### src/rtl/seq_divider_if.sv
// Operand/result bundle between the stimulus source and seq_divider.
// master drives operands and start; slave returns results and status.
interface seq_divider_if #(
    parameter int width = 24
);
    logic             start;
    logic [width-1:0] A;
    logic [width-1:0] B;
    logic [width-1:0] Q;
    logic [width-1:0] R;
    logic             busy;
    logic             done;
    logic             dbz;

    modport master (
        output start, A, B,
        input  Q, R, busy, done, dbz
    );

    modport slave (
        input  start, A, B,
        output Q, R, busy, done, dbz
    );
endinterface

### src/rtl/seq_divider.sv
// Iterative radix-2 restoring divider, one quotient bit per clock.
// Define DIV_SIGNED_EN for two's-complement operands (adds a SIGN cycle).
module seq_divider #(
    parameter int width = 24,
    parameter int cntw  = 5
) (
    input  logic         clk,
    input  logic         reset,
    seq_divider_if.slave bus
);

`ifdef DIV_SIGNED_EN
    typedef enum logic [1:0] {IDLE, RUN, SIGN, FIN} state_t;
`else
    typedef enum logic [1:0] {IDLE, RUN, FIN} state_t;
`endif

    state_t           state;
    state_t           nxt;
    logic [width-1:0] dvd;
    logic [width-1:0] dvs;
    logic [width-1:0] p;
    logic [cntw-1:0]  cnt;
    logic             dbzr;
    logic [width:0]   pt;
    logic [width:0]   diff;
    logic             ge;
    logic [width-1:0] ma;
    logic [width-1:0] mb;
    logic             bz;

`ifdef DIV_SIGNED_EN
    logic qneg;
    logic rneg;

    assign ma = bus.A[width-1] ? -bus.A : bus.A;
    assign mb = bus.B[width-1] ? -bus.B : bus.B;
`else
    assign ma = bus.A;
    assign mb = bus.B;
`endif

    assign bz = (bus.B == '0);

    // Extra bit keeps the trial subtraction from overflowing.
    assign pt   = {p, dvd[width-1]};
    assign diff = pt - {1'b0, dvs};
    assign ge   = ~diff[width];

    always_ff @(posedge clk or negedge reset) begin
        if (!reset) state <= IDLE;
        else        state <= nxt;
    end

    always_comb begin
        nxt = state;
        case (state)
            IDLE: if (bus.start) nxt = bz ? FIN : RUN;
`ifdef DIV_SIGNED_EN
            RUN:  if (cnt == cntw'(1)) nxt = SIGN;
            SIGN: nxt = FIN;
`else
            RUN:  if (cnt == cntw'(1)) nxt = FIN;
`endif
            FIN:  nxt = IDLE;
            default: nxt = IDLE;
        endcase
    end

    always_ff @(posedge clk or negedge reset) begin
        if (!reset) begin
            dvd      <= '0;
            dvs      <= '0;
            p        <= '0;
            cnt      <= '0;
            dbzr     <= 1'b0;
            bus.Q    <= '0;
            bus.R    <= '0;
            bus.busy <= 1'b0;
            bus.done <= 1'b0;
            bus.dbz  <= 1'b0;
`ifdef DIV_SIGNED_EN
            qneg     <= 1'b0;
            rneg     <= 1'b0;
`endif
        end else begin
            bus.busy <= (nxt != IDLE);
            bus.done <= 1'b0;
            case (state)
                IDLE: if (bus.start) begin
                    cnt <= cntw'(width);
                    dvs <= mb;
`ifdef DIV_SIGNED_EN
                    qneg <= bus.A[width-1] ^ bus.B[width-1];
                    rneg <= bus.A[width-1];
`endif
                    if (bz) begin
                        dvd  <= '1;
                        p    <= bus.A;
                        dbzr <= 1'b1;
                    end else begin
                        dvd  <= ma;
                        p    <= '0;
                        dbzr <= 1'b0;
                    end
                end
                RUN: begin
                    dvd <= {dvd[width-2:0], ge};
                    p   <= ge ? diff[width-1:0] : pt[width-1:0];
                    cnt <= cnt - cntw'(1);
                end
`ifdef DIV_SIGNED_EN
                SIGN: begin
                    if (qneg) dvd <= -dvd;
                    if (rneg) p <= -p;
                end
`endif
                FIN: begin
                    bus.Q    <= dvd;
                    bus.R    <= p;
                    bus.dbz  <= dbzr;
                    bus.done <= 1'b1;
                end
                default: ;
            endcase
        end
    end

endmodule

### src/flat_wrapper.sv
// flat-port wrapper written by rule: the top's interface ports become plain ports
module seq_divider_flat 
#(
    parameter int width = 24,
    parameter int cntw  = 5
)
  (clk, reset, bus_start, bus_A, bus_B, bus_Q, bus_R, bus_busy, bus_done, bus_dbz);
  seq_divider_if #(.width(width)) bus_i ();
  input  logic clk;
  input  logic reset;
  input wire logic [$bits(bus_i.start)-1:0] bus_start;
  input wire logic [$bits(bus_i.A)-1:0] bus_A;
  input wire logic [$bits(bus_i.B)-1:0] bus_B;
  output wire logic [$bits(bus_i.Q)-1:0] bus_Q;
  output wire logic [$bits(bus_i.R)-1:0] bus_R;
  output wire logic [$bits(bus_i.busy)-1:0] bus_busy;
  output wire logic [$bits(bus_i.done)-1:0] bus_done;
  output wire logic [$bits(bus_i.dbz)-1:0] bus_dbz;
  assign bus_i.start = bus_start;
  assign bus_i.A = bus_A;
  assign bus_i.B = bus_B;
  assign bus_Q = bus_i.Q;
  assign bus_R = bus_i.R;
  assign bus_busy = bus_i.busy;
  assign bus_done = bus_i.done;
  assign bus_dbz = bus_i.dbz;
  seq_divider #(.width(width), .cntw(cntw)) u_core (.clk(clk), .reset(reset), .bus(bus_i));
endmodule
### config.mk
export PLATFORM = sky130hd
export DESIGN_NAME = seq_divider_flat
export DESIGN_NICKNAME = d
export VERILOG_FILES = /design/src/rtl/seq_divider_if.sv /design/src/rtl/seq_divider.sv /design/src/flat_wrapper.sv
export SDC_FILE = /design/constraint.sdc
export NUM_CORES = 1
export LEC_CHECK = 0
export BUFFER_PORTS_ARGS = -buffer_cell sky130_fd_sc_hd__buf_2
export CAP_MARGIN = 5
export CORE_MARGIN = 5
export CORE_UTILIZATION = 55
export DETAILED_ROUTE_END_ITERATION = 7
export PLACE_DENSITY = 0.77
export SLEW_MARGIN = 0
export SYNTH_ARGS = -nofsm -noshare
export SYNTH_HDL_FRONTEND = slang
export SYNTH_SLANG_ARGS = --single-unit
### constraint.sdc
create_clock -name clk -period 8.48 [get_ports clk]
set_input_delay 1.696 -clock clk [delete_from_list [all_inputs] [get_ports clk]]
set_output_delay 1.696 -clock clk [all_outputs]
set_load 0.01 [all_outputs]
==> results.tsv <==
stage	metric	value	unit
run_status	status	complete, no violations	
timing	Period minus WS final	3.58	ns
clocking	CTS tree	built	
worst_setup_path	CP required	8.76	ns
power	IR drop worst, VDD	170	uV
worst_setup_path	critical path's largest stage delay	0.62	ns
global_routing	vias in the first global route	5533	
power	Leak Pwr	3.82	nW
worst_setup_path	Arr. time, crit path	3.86	ns
synthesis	Ys Warns	0	
finish	layout cells sized above 1	0.261	
timing	setup TNS	0	ns
global_routing	largest net degree at the start of global routing	79	
worst_setup_path	slowest CP cell	nor2_2	
global_routing	remaining global-route overflow	0	
placed_design	Detail Placement HPWL	13.4	mm
routing	via/cell ratio	6.01	
clocking	Clock Sink Count	131	
floorplanning	Initial Util	0.566	
power	switching share of power	0.437	
timing	Final Hold Vio Count	0	
timing	max frequency	0.280	GHz
power	NetSw	0.00168	W
finish	utilization after layout	0.667	
clocking	root buf cell	clkbuf_16	
synthesis	Synth Register Bits	131	
power	Clock Power Share	0.194	
floorplanning	row count	40	
clocking	htree depth	4	
placed_design	Cell Area, Placed	0.00744	mm^2
placed_design	IO buf count	101	
synthesis	Post-Syn Instances	666	
clocking	hold_buf cts	0	
clocking	post-CTS setup buffers	0	
routing	Pre-Repair DR Iteration Count	5	
timing	Worst Tran Pin Value	1.10	ns
power	combinational share of power	0.525	
floorplanning	Die ar.	0.0147	mm^2
synthesis	top_reg_cell synth	dfrtp_1	
run	max-cap violation count	0	
finish	Design Area, Final	0.00804	mm^2
clocking	Skew-Pair Late Insertion Delay	0.42	ns
worst_setup_path	Buf+Inv Stages, Crit Path	2	
clocking	clock buffer depth	2	
worst_setup_path	crit end category	flop	
synthesis	Mapped Nets	744	
global_routing	Global Route Usage Sum	0.254	
finish	ant diodes	0	
worst_setup_path	WS Path Type	reg2reg	
routing	initial DRC count	559	
synthesis	Post-Syn Area	0.00682	mm^2
worst_setup_path	Crit Path Max Fanout	11	
global_routing	initial antenna violation count	0	
power	power consumption	0.00385	W
floorplanning	die height	121	um
synthesis	syn_area_per_cell	10.2	um^2
clocking	total CTS buffers	17	
timing	final setup vio count	0	
routing	Routed Antenna Nets	0	
floorplanning	# IOs	102	
global_routing	first-pass GRT wire length	29.2	mm
synthesis	EDFF count, synth	0	
routing	drt wl/cell	19.4	um
finish	Layout Area Growth over Synthesis	17.9	%
worst_setup_path	Startpoint Class	flop	
timing	Worst Clk Skew	0.0124	ns
worst_setup_path	CP cell instances	inv_1 -> ha_1 -> inv_1 -> fa_1 -> a211oi_2 -> o211ai_2 -> a21oi_1 -> o221ai_2 -> nor2_2 -> nor2_1 -> a221o_1	
power	pwr dens	479	mW/mm^2
placed_design	routability cong.	0.882	
floorplanning	Core Footprint	0.0121	mm^2
worst_setup_path	most used cell, CP	inv_1	
routing	DR vias	5613	
worst_setup_path	delay-heaviest family, CP	compound AO/OA/AOI/OAI gates	
routing	Post-route DRC	0	
routing	final wirelength	18.1	mm
finish	Filler Cells Inserted	949	
timing	Max-slew headroom	0.268	
synthesis	asr flop ratio synth	1.00	
synthesis	Seq/Total Area, Yosys	0.481	
synthesis	Yosys cell types	59	
finish	NumNets Final	832	
min_path	HP Class	reg2reg	
power	power share of the sequential group	0.281	
finish	most frequent cells in the layout	131 x dfrtp_1, 100 x buf_2, 73 x nand2_1	
clocking	post-cts sizing count	0	
floorplanning	DIE WIDTH	121	um
timing	Max Slew Vio Count	0	
power	Internal	0.00217	W
finish	most common cell after layout, fill and taps aside	dfrtp_1	
timing	fin crit share	0.422	
timing	RSZ-0062 raised after global routing	false	
clocking	Clock transition at path regs	0.06	ns
[metal layers]
layer / vias to the layer above / share of wire / track usage
met3: 21 / 0.054 / 0.0429
li1: 2623 / - / -
met2: 199 / 0.46 / 0.402
met1: 2770 / 0.47 / 0.360
met5: - / 0 / 0
met4: 0 / 0.015 / 0.0721
[stage by stage]
step | cells | setup WS [ns] | hold WS, ns
2_1_floorplan | 666 | 5.14 | 0.446
3_3_place_gp | 903 | 4.62 | 0.464
3_5_place_dp | 903 | 4.54 | 0.487
4_1_cts | 934 | 4.92 | 0.502
5_1_grt | 934 | 4.72 | 0.517
6_report | 934 | 4.90 | 0.499
[synth_stat cells (3+ instances only)]
cell type	n	share of area
dfrtp_1	131	0.48
nand2_1	73	0.040
o21ai_0	69	0.051
mux2_2	49	0.081
a22oi_1	40	0.044
inv_1	31	0.017
clkbuf_1	29	0.016
ha_1	26	0.048
a21oi_1	23	0.017
nor2_1	18	0.0099
nor3_1	18	0.013
a21o_1	11	0.012
nand3_1	10	0.0073
xnor2_1	10	0.013
mux2i_1	9	0.013
nor4_1	9	0.0083
o21ai_1	9	0.0066
a22o_1	7	0.0090
xor2_1	7	0.0090
a31oi_1	5	0.0046
nand4_1	5	0.0046
a211oi_1	4	0.0044
a221o_1	4	0.0059
and3_1	4	0.0037
buf_2	4	0.0029
o21a_1	4	0.0044
a221oi_1	3	0.0039
and2_1	3	0.0028
buf_1	3	0.0017
nand2b_1	3	0.0028
nor4b_1	3	0.0039
o21bai_1	3	0.0033
o22ai_1	3	0.0028
[logic make-up (layout without fill, tap and decap cells)]
logic type / Yosys count / after routing / synth area share
XOR/XNOR: 17 / 17 / 0.0218
buffers and inverters: 69 / 169 / 0.0404
multiplexers: 58 / 58 / 0.0941
AO/OA/AOI/OAI: 209 / 209 / 0.207
flip-flops: 131 / 131 / 0.481
adder cells (fa/ha/maj): 27 / 27 / 0.0506
AND/OR/NAND/NOR: 155 / 155 / 0.105
[path summary, 6_finish.rpt]
check                           cells after the start  slack (ns)        startpoint               end
worst max-delay path                               11        4.90    u_core.dvd[23]      u_core.p[15]
max in group asynchronous                           2        5.75             reset    u_core.dvd[18]
worst max register to register                     11        4.90    u_core.dvd[23]      u_core.p[15]
worst min register to register                      1        0.50  u_core.bus.R[16]  u_core.bus.R[16]
worst min-delay path                                1        0.50  u_core.bus.R[16]  u_core.bus.R[16]
min in group asynchronous                           1        1.31             reset   u_core.bus.R[5]
[power groups by stage]
stage          Clock, W  Combinational (W)  Sequential (W)
2_1_floorplan         0            0.00151         0.00104
3_5_place_dp          0            0.00199         0.00109
4_1_cts        0.000757            0.00200         0.00108
5_1_grt        0.000790            0.00223         0.00111
3_3_place_gp          0            0.00194         0.00107
6_report       0.000748            0.00202         0.00108
[state kept, by name, indices dropped and copies added, names as in the netlist]
signal	flops
u_core.bus.R	24
u_core.cnt	5
u_core.bus.busy	1
u_core.bus.Q	24
u_core.dbzr	1
u_core.p	24
u_core.dvd	24
u_core.state	2
u_core.bus.done	1
u_core.bus.dbz	1
u_core.dvs	24
[area by class of cell]
type / instances / area (um^2) / area share
repair buffers: 107 / 553 / 0.0688
well taps: 168 / 210 / 0.0261
clock inverters: 12 / 156 / 0.0194
multi-input cells: 466 / 3290 / 0.409
inverters: 31 / 116 / 0.0145
clock buffers: 19 / 443 / 0.0551
flip-flops and latches: 131 / 3280 / 0.408
No activity file was read; power rests on OpenSTA's default activity.
